### src/rtl/rep_code_tx_pkg.sv
`default_nettype none
// +-------------------------------------------------------------------+
// | rep_code_tx_pkg : shared types/constants for the repetition link  |
// | rev 1.0                                                           |
// +-------------------------------------------------------------------+
package rep_code_tx_pkg;

  // Defaults shared with the majority-vote receiver on the far end.
  localparam int DATA_W_DEF = 8;
  localparam int REPEAT_DEF = 3;

  typedef enum logic [0:0] {
    IDLE = 1'b0,
    SEND = 1'b1
  } state_t;

  // Counter width for a 0..n-1 counter, never narrower than one bit.
  function automatic int cnt_width(input int n);
    return (n > 1) ? $clog2(n) : 1;
  endfunction

  localparam int BIT_CNT_W_DEF = cnt_width(DATA_W_DEF);
  localparam int REP_CNT_W_DEF = cnt_width(REPEAT_DEF);

endpackage
`default_nettype wire

### src/rtl/rep_code_tx_if.sv
`default_nettype none
// +-------------------------------------------------------------------+
// | rep_code_tx_if : word-in / serial-beat-out handshake bundle       |
// | rev 1.0                                                           |
// +-------------------------------------------------------------------+
interface rep_code_tx_if
  import rep_code_tx_pkg::*;
#(
  parameter int DATA_W = DATA_W_DEF
);
  logic [DATA_W-1:0] in_data;
  logic              in_valid;
  logic              in_ready;
  logic              tx_bit;
  logic              tx_valid;
  logic              tx_ready;
  logic              tx_first;
  logic              tx_last;
  logic              busy;

  // master: the transmitter; slave: producer plus serial channel.
  modport master (
    input  in_data, in_valid, tx_ready,
    output in_ready, tx_bit, tx_valid, tx_first, tx_last, busy
  );

  modport slave (
    output in_data, in_valid, tx_ready,
    input  in_ready, tx_bit, tx_valid, tx_first, tx_last, busy
  );

endinterface
`default_nettype wire

### src/rtl/rep_code_tx.sv
`default_nettype none
// +-------------------------------------------------------------------+
// | rep_code_tx : repetition-code serial transmitter, LSB first,      |
// |               each bit sent REPEAT times.            rev 1.0      |
// +-------------------------------------------------------------------+
module rep_code_tx
  import rep_code_tx_pkg::*;
#(
  parameter int DATA_W = DATA_W_DEF,
  parameter int REPEAT = REPEAT_DEF
) (
  input  wire logic     clk,
  input  wire logic     rst,
  rep_code_tx_if.master bus
);

  localparam int BIT_W = cnt_width(DATA_W);
  localparam int REP_W = cnt_width(REPEAT);
  localparam logic [BIT_W-1:0] BIT_LAST = BIT_W'(DATA_W - 1);
  localparam logic [REP_W-1:0] REP_LAST = REP_W'(REPEAT - 1);

  state_t            state;
  state_t            state_nx;
  logic [DATA_W-1:0] sh;
  logic [DATA_W-1:0] sh_nx;
  logic [REP_W-1:0]  rep_cnt;
  logic [REP_W-1:0]  rep_cnt_nx;
  logic [BIT_W-1:0]  bit_cnt;
  logic [BIT_W-1:0]  bit_cnt_nx;

  logic send;
  logic rep_end;
  logic bit_end;
  logic beat;
  logic frame_end;
  logic ready;
  logic accept;

  always_ff @(posedge clk) begin
    if (rst) begin
      state   <= IDLE;
      sh      <= '0;
      rep_cnt <= '0;
      bit_cnt <= '0;
    end else begin
      state   <= state_nx;
      sh      <= sh_nx;
      rep_cnt <= rep_cnt_nx;
      bit_cnt <= bit_cnt_nx;
    end
  end

  always_comb begin
    send      = (state == SEND);
    rep_end   = (rep_cnt == REP_LAST);
    bit_end   = (bit_cnt == BIT_LAST);
    beat      = send & bus.tx_ready;
    frame_end = beat & rep_end & bit_end;

    // Integrator note: in_ready depends combinationally on tx_ready (and rst)
    // so a new word can be taken on the final beat without an idle gap.
    ready  = ~rst & (~send | frame_end);
    accept = ready & bus.in_valid;

    state_nx   = state;
    sh_nx      = sh;
    rep_cnt_nx = rep_cnt;
    bit_cnt_nx = bit_cnt;

    if (beat) begin
      if (rep_end) begin
        rep_cnt_nx = '0;
        sh_nx      = sh >> 1;
        bit_cnt_nx = bit_cnt + 1'b1;
      end else begin
        rep_cnt_nx = rep_cnt + 1'b1;
      end
    end

    if (frame_end) begin
      state_nx   = IDLE;
      bit_cnt_nx = '0;
    end

    // A word accepted on the last beat reloads in place and keeps SEND.
    if (accept) begin
      state_nx   = SEND;
      sh_nx      = bus.in_data;
      rep_cnt_nx = '0;
      bit_cnt_nx = '0;
    end

    bus.in_ready = ready;
    bus.tx_valid = send;
    bus.busy     = send;
    bus.tx_bit   = send & sh[0];
    bus.tx_first = send & (rep_cnt == '0);
    bus.tx_last  = send & rep_end & bit_end;
  end

endmodule
`default_nettype wire
### src/flat_wrapper.sv
// flat-port wrapper written by rule: the top's interface ports become plain ports
module rep_code_tx_flat import rep_code_tx_pkg::*;
#(
  parameter int DATA_W = DATA_W_DEF,
  parameter int REPEAT = REPEAT_DEF
)
  (clk, rst, bus_in_data, bus_in_valid, bus_tx_ready, bus_in_ready, bus_tx_bit, bus_tx_valid, bus_tx_first, bus_tx_last, bus_busy);
  rep_code_tx_if #(.DATA_W(DATA_W)) bus_i ();
  input  wire logic clk;
  input  wire logic rst;
  input wire logic [$bits(bus_i.in_data)-1:0] bus_in_data;
  input wire logic [$bits(bus_i.in_valid)-1:0] bus_in_valid;
  input wire logic [$bits(bus_i.tx_ready)-1:0] bus_tx_ready;
  output wire logic [$bits(bus_i.in_ready)-1:0] bus_in_ready;
  output wire logic [$bits(bus_i.tx_bit)-1:0] bus_tx_bit;
  output wire logic [$bits(bus_i.tx_valid)-1:0] bus_tx_valid;
  output wire logic [$bits(bus_i.tx_first)-1:0] bus_tx_first;
  output wire logic [$bits(bus_i.tx_last)-1:0] bus_tx_last;
  output wire logic [$bits(bus_i.busy)-1:0] bus_busy;
  assign bus_i.in_data = bus_in_data;
  assign bus_i.in_valid = bus_in_valid;
  assign bus_i.tx_ready = bus_tx_ready;
  assign bus_in_ready = bus_i.in_ready;
  assign bus_tx_bit = bus_i.tx_bit;
  assign bus_tx_valid = bus_i.tx_valid;
  assign bus_tx_first = bus_i.tx_first;
  assign bus_tx_last = bus_i.tx_last;
  assign bus_busy = bus_i.busy;
  rep_code_tx #(.DATA_W(DATA_W), .REPEAT(REPEAT)) u_core (.clk(clk), .rst(rst), .bus(bus_i));
endmodule
### config.mk
export PLATFORM = sky130hd
export DESIGN_NAME = rep_code_tx_flat
export DESIGN_NICKNAME = d
export VERILOG_FILES = /design/src/rtl/rep_code_tx_pkg.sv /design/src/rtl/rep_code_tx_if.sv /design/src/rtl/rep_code_tx.sv /design/src/flat_wrapper.sv
export SDC_FILE = /design/constraint.sdc
export NUM_CORES = 1
export LEC_CHECK = 0
export BUFFER_PORTS_ARGS = -buffer_cell sky130_fd_sc_hd__buf_2
export CORE_MARGIN = 2
export CORE_UTILIZATION = 34
export DETAILED_ROUTE_END_ITERATION = 10
export HOLD_SLACK_MARGIN = 0.08
export MAX_ROUTING_LAYER = met4
export SLEW_MARGIN = 20
export SYNTH_ARGS = -nofsm -noshare
export SYNTH_HDL_FRONTEND = slang
export SYNTH_SLANG_ARGS = --single-unit
### constraint.sdc
create_clock -name clk -period 2.35 [get_ports clk]
set_input_delay 0.47 -clock clk [delete_from_list [all_inputs] [get_ports clk]]
set_output_delay 0.47 -clock clk [all_outputs]
set_load 0.01 [all_outputs]
==> run metrics, run 1 <==
cell repeated most along the worst path ha_1; grt ovf 0; pin count of the biggest net entering global routing 20; CP max stage delay 0.37 ns; EDFF count, synth 0; CP startpoint kind register; Die Y 50.8 um; # diodes 0; Layout area overhead 18.2%; setup repair bufs after CTS 0; hold slack 0.452 ns; Slew HR 0.630; Worst EP required 1.88 ns; Lkg Pwr 0.423 nW; Peak VDD IR 254 uV; Tmin final 2.08 ns; ys async rst share 0; Post-Synth XOR/XNOR Area 0; CTS tree built; r2r worst-path depth 5; worst setup path endpoint bus_in_ready; critical path's slowest cell dfxtp_1; ys flop type dfxtp_1; top cell type's share of synthesized area 0.377; most area-hungry cell type in the Yosys netlist dfxtp_1; standard-cell rows 16; Horiz. Die Dim 50.8 um; final-report setup violation count 0; Yosys warnings 0; flops & latches, synth 14; Pre-Repair DR Iteration Count 2; Max Cap Viol 0; Clock Tree Buf Depth 2; worst skew pair latency 0.27 ns; CP Cell Sequence ha_1 -> ha_1 -> nand4b_1 -> a21oi_1 -> buf_2; reg-to-reg endpoint u_core.sh[7]$_SDFFE_PP0P_; logic gate share of total power 0.120; CTS Hold Bufs 0; Final Max Slew Viols 0; post-route antenna net violation count 0; gr busiest metal met2; worst slew pin tran 0.555 ns; DRC 0; clock share of power 0.347; 1st-iter DRT viols 2; Yosys cell types 21; placed insts 119; met1 Track Usage GR 0.175; I/O pins 18; Initial Util 0.371; global-route wire length before repair 2.46 mm; CTS buffer count 3; mux contribution to synthesized area 0.121; setup TNS 0 ns; adder-cell share of the synthesized area 0.0337; Area contributors post-synth dfxtp_1 (38%), mux2i_1 (12%), a211oi_1 (10%), a21oi_1 (6.7%), nand2b_1 (6.7%); final hold vios 0; vias per cell 4.96; PD cells 557 mW/mm^2; Port Buffers 17; sequential share of the synthesized area 0.377; Reg2Reg Launch Point u_core.bit_cnt[0]$_SDFFE_PP0P_; Reg clk slew, reported paths 0.08 ns; Routed WL 1.45 mm; antenna violations before repair 0; most common library cells after synthesis dfxtp_1 (14), a211oi_1 (10), a21oi_1 (10); Wirelength per Cell 11.8 um; HPWL after DPL 1.03 mm; Psw 0.000116 W; Worst setup EP type primary output; largest family of logic cells by synthesized area simple AND/OR/NAND/NOR gates; Power Internal 0.000374 W; RSZ-0062 raised after global routing false; Switching Share 0.237; CP Buf/Inv Count 1; post-cts resize count 0; crit path from u_core.bit_cnt[0]$_SDFFE_PP0P_; ratio of cells with drive above 1 in the final layout 0.260; Crit path max-delay family flip-flops; Synth Area in Compound Gates 0.192; syn nets 93; outcome finished clean; CP Class reg2out; Sink Count 14; Worst Path Arrival 1.61 ns; Flop pwr share 0.533; Core Area 0.00200 mm^2; DR vias 610; crit-path max FO 6; simple-gate share of the synthesized area 0.229; Mapped Avg Cell Area 9.41 um^2; Fillers 206; Tot GR Track Use 0.133; Register-to-Register Setup Slack 0.59 ns; clk_skew 0.00320 ns; H-tree levels 1; met2 GRT Util 0.186; clk root buf clkbuf_4; critical path depth in cells 5; Final period util 0.884; Post-layout nets 111; via count of the first global-routing pass 546; Die ar. 0.00258 mm^2; Syn Std Cell Area 743 um^2; Mapped Cells 79; Max Fclk 481 MHz; most frequent cell after synthesis dfxtp_1; placer congestion estimate 0.764; fin cells 123; met3 GRT Util 0.0268; worst hold-check path type in2reg
[routing by layer]
| layer | share of wire | up-vias | routed length [um] |
|---|---|---|---|
| li1 | - | 323 | - |
| met1 | 0.50 | 271 | 730 |
| met2 | 0.43 | 12 | 628 |
| met3 | 0.035 | 4 | 51 |
| met4 | 0.025 | 0 | 36 |
| met5 | 0 | - | 0 |
[cells by family after synthesis]
kind of cell | count (synthesis)
compound gates | 22
fa+ha+maj | 2
buf+inv | 6
flops | 14
mux | 9
simple gates | 26
[placed cells by master (no fill, tap or decap)]
| cell type | synthesis | final |
|---|---|---|
| buf_2 | 1 | 17 |
| dfxtp_1 | 14 | 14 |
| a21oi_1 | 10 | 10 |
| a211oi_1 | 10 | 10 |
| mux2i_1 | 9 | 9 |
| nand2b_1 | 8 | 8 |
| nand2_1 | 4 | 4 |
| clkbuf_4 | 0 | 3 |
| and2_1 | 2 | 2 |
| nor2_1 | 2 | 2 |
| and4b_1 | 2 | 2 |
| nor3_1 | 2 | 2 |
| or3b_1 | 2 | 2 |
| ha_1 | 2 | 2 |
| buf_4 | 3 | 2 |
| nand4b_1 | 1 | 1 |
| a21bo_2 | 1 | 1 |
| nand4b_2 | 1 | 1 |
| a21boi_1 | 1 | 1 |
| or3_1 | 1 | 1 |
| nand3b_1 | 1 | 1 |
| clkbuf_8 | 0 | 1 |
[power groups by stage]
stage	registers, W	logic [W]	clock network, W
floorplan	0.000261	0.0000436	0
global placement	0.000267	0.0000586	0
detailed placement	0.000267	0.0000595	0
CTS	0.000261	0.0000597	0.000177
global route	0.000263	0.0000656	0.000182
finish	0.000261	0.0000587	0.000170
[cell type report]
| cell class | count | area [um^2] | share of cell area |
|---|---|---|---|
| Multi-Input combinational cell | 59 | 428 | 0.487 |
| Sequential cell | 14 | 280 | 0.319 |
| Timing Repair Buffer | 19 | 100 | 0.114 |
| Clock buffer | 4 | 36.3 | 0.0413 |
| Tap cell | 27 | 33.8 | 0.0385 |
[sequential cells by signal, summed over array words and instances, names as in the netlist]
signal	flops
u_core.rep_cnt	2
u_core.bit_cnt	3
u_core.sh	8
u_core.bus.busy	1
[worst min-delay path by stage]
stage / start / slack [ns] / depth (start not counted) / endpoint
final: bus_in_data[7] / 0.45 / 3 / u_core.sh[7]$_SDFFE_PP0P_
after global routing: bus_in_data[7] / 0.47 / 3 / u_core.sh[7]$_SDFFE_PP0P_
after CTS: bus_in_data[7] / 0.45 / 3 / u_core.sh[7]$_SDFFE_PP0P_
after detailed placement: u_core.bit_cnt[1]$_SDFFE_PP0P_ / 0.47 / 2 / u_core.bit_cnt[1]$_SDFFE_PP0P_
after global placement: u_core.bit_cnt[1]$_SDFFE_PP0P_ / 0.46 / 2 / u_core.bit_cnt[1]$_SDFFE_PP0P_
after floorplan: u_core.bit_cnt[1]$_SDFFE_PP0P_ / 0.44 / 2 / u_core.bit_cnt[1]$_SDFFE_PP0P_
[per-stage QoR]
stage / area (um^2) / worst slack (ns) / total power (W) / util
floorplan: 743 / 0.720 / 0.000305 / -
global placement: 842 / 0.633 / 0.000325 / 0.421
detailed placement: 842 / 0.569 / 0.000326 / 0.421
CTS: 878 / 0.243 / 0.000498 / 0.439
global route: 878 / 0.124 / 0.000511 / 0.439
finish: 878 / 0.272 / 0.000490 / 0.439
[tightest hold or removal path: stages]
cell      delay [ns]
buf_2           0.10
nand2b_1        0.06
mux2i_1         0.06
(Power assumes the default switching activity.)
==> run 2: changes to the inputs <==
--- a/config.mk
+++ b/config.mk
@@ -10,7 +10,6 @@
 export CORE_UTILIZATION = 34
 export DETAILED_ROUTE_END_ITERATION = 10
 export HOLD_SLACK_MARGIN = 0.08
-export MAX_ROUTING_LAYER = met4
 export SLEW_MARGIN = 20
 export SYNTH_ARGS = -nofsm -noshare
 export SYNTH_HDL_FRONTEND = slang
==> run metrics, run 2 (synthesis results as in run 1) <==
Max Fclk 480 MHz (-0.22%); Reg clk slew, reported paths 0.08 ns (about the same); placer congestion estimate 0.754 (-1.3%); CP max stage delay 0.37 ns (about the same); Lkg Pwr 0.423 nW (unchanged); H-tree levels 1 (unchanged); CTS tree built; Sink Count 14 (unchanged); placed insts 119 (unchanged); Slew HR 0.625 (-0.00432); standard-cell rows 16 (unchanged); Largest regs u_core.sh x8, u_core.bit_cnt x3, u_core.rep_cnt x2; CP Class reg2out; Port Buffers 17 (unchanged); Core Area 0.00200 mm^2 (unchanged); DRC 0 (unchanged); ratio of cells with drive above 1 in the final layout 0.260 (unchanged); RSZ-0062 raised after global routing false; Die ar. 0.00258 mm^2 (unchanged); worst skew pair latency 0.27 ns (about the same); Routed WL 1.45 mm (+0.35%); CP startpoint kind register; PD cells 557 mW/mm^2 (about the same); Worst Path Arrival 1.61 ns (about the same); Max Cap Viol 0 (unchanged); Die Y 50.8 um (unchanged); Crit path max-delay family flip-flops; crit-path max FO 6 (unchanged); Tmin final 2.08 ns (+0.00454 ns); Tot GR Track Use 0.130 (-0.00348); CP Buf/Inv Count 1 (unchanged); I/O pins 18 (unchanged); Pre-Repair DR Iteration Count 3 (+1); pin count of the biggest net entering global routing 20 (unchanged); DR vias 606 (-0.66%); max reg flops 8 (unchanged); setup repair bufs after CTS 0 (unchanged); post-cts resize count 0 (unchanged); via count of the first global-routing pass 547 (+0.18%); clk_skew 0.00379 ns (+0.000595 ns); CP Cell Sequence ha_1 -> ha_1 -> nand4b_1 -> a21oi_1 -> buf_2; Final Max Slew Viols 0 (unchanged); placed cell area 842 um^2 (unchanged); 1st-iter DRT viols 6 (+4); Core Util, Final 0.439 (unchanged); Wirelength per Cell 11.8 um (+0.35%); cell repeated most along the worst path ha_1; setup TNS 0 ns (unchanged); commonest cells after routing, fill and taps aside buf_2 (17), dfxtp_1 (14), a21oi_1 (10), a211oi_1 (10), mux2i_1 (9); global-route wire length before repair 2.46 mm (+0.29%); Layout area overhead 18.2% (unchanged); worst slew pin tran 0.561 ns (+0.00647 ns); Clock Tree Buf Depth 2 (unchanged); CTS buffer count 3 (unchanged); antenna violations before repair 0 (unchanged); Post-layout nets 111 (unchanged); post-route antenna net violation count 0 (unchanged); worst hold-check path type in2reg; Worst setup EP type primary output; Initial Util 0.371 (unchanged); # diodes 0 (unchanged); final-report setup violation count 0 (unchanged); hold slack 0.451 ns (-0.000614 ns); final hold vios 0 (unchanged); Peak VDD IR 255 uV (about the same); fin cells 123 (unchanged); outcome finished clean; grt ovf 0 (unchanged); vias per cell 4.93 (-0.66%); CTS Hold Bufs 0 (unchanged); Worst EP required 1.88 ns (about the same); cell area after layout 878 um^2 (unchanged); Fillers 206 (unchanged); Final period util 0.886 (+0.00193); HPWL after DPL 1.03 mm (unchanged); clk root buf clkbuf_4; critical path's slowest cell dfxtp_1; Horiz. Die Dim 50.8 um (unchanged); most flop-heavy register u_core.sh; most common cell after layout, fill and taps aside buf_2
run 2: cell counts in the layout (fill, tap and decap cells not counted):
Identical to the previous run, type by type.
run 2: power by group:
part | leakage [nW] | switching (W) | internal, W
combinational | 0.287 | 0.0000289 | 0.0000299
clock | 0.0210 | 0.0000757 | 0.0000941
sequential | 0.115 | 0.0000113 | 0.000250
total | 0.423 | 0.000116 | 0.000374
run 2: worst paths after layout:
check,cells after the start,slack (ns),startpoint,endpoint
worst max-delay path,5,0.27,u_core.bit_cnt[0]$_SDFFE_PP0P_,bus_in_ready
worst min-delay path,3,0.45,bus_in_data[7],u_core.sh[7]$_SDFFE_PP0P_
worst max register to register,5,0.58,u_core.bit_cnt[0]$_SDFFE_PP0P_,u_core.sh[7]$_SDFFE_PP0P_
worst min register to register,2,0.47,u_core.bit_cnt[2]$_SDFFE_PP0P_,u_core.bit_cnt[2]$_SDFFE_PP0P_
run 2: metal layers:
| metal | track usage | vias up | share of wire |
|---|---|---|---|
| met4 | 0.0811 | 0 | 0.025 |
| li1 | - | 322 | - |
| met1 | 0.175 | 268 | 0.50 |
| met5 | 0 | - | 0 |
| met3 | 0.0268 | 4 | 0.035 |
| met2 | 0.186 | 12 | 0.44 |
run 2: layout make-up:
cell class | count | area (um^2) | share of cell area
clock buffers | 4 | 36.3 | 0.0413
multi-input cells | 59 | 428 | 0.487
well taps | 27 | 33.8 | 0.0385
flip-flops and latches | 14 | 280 | 0.319
repair buffers | 19 | 100 | 0.114
run 2: through the flow:
step | power [W] | worst slack (ns)
finish | 0.000490 | 0.268
global route | 0.000511 | 0.124
CTS | 0.000498 | 0.243
detailed placement | 0.000326 | 0.569
global placement | 0.000325 | 0.633
floorplan | 0.000305 | 0.720
run 2: worst reg2reg max path, stage by stage, from the launching register on:
cell and delay (ns):
dfxtp_1 0.37, ha_1 0.16, ha_1 0.21, nand4b_1 0.24, a21boi_1 0.50, mux2i_1 0.23
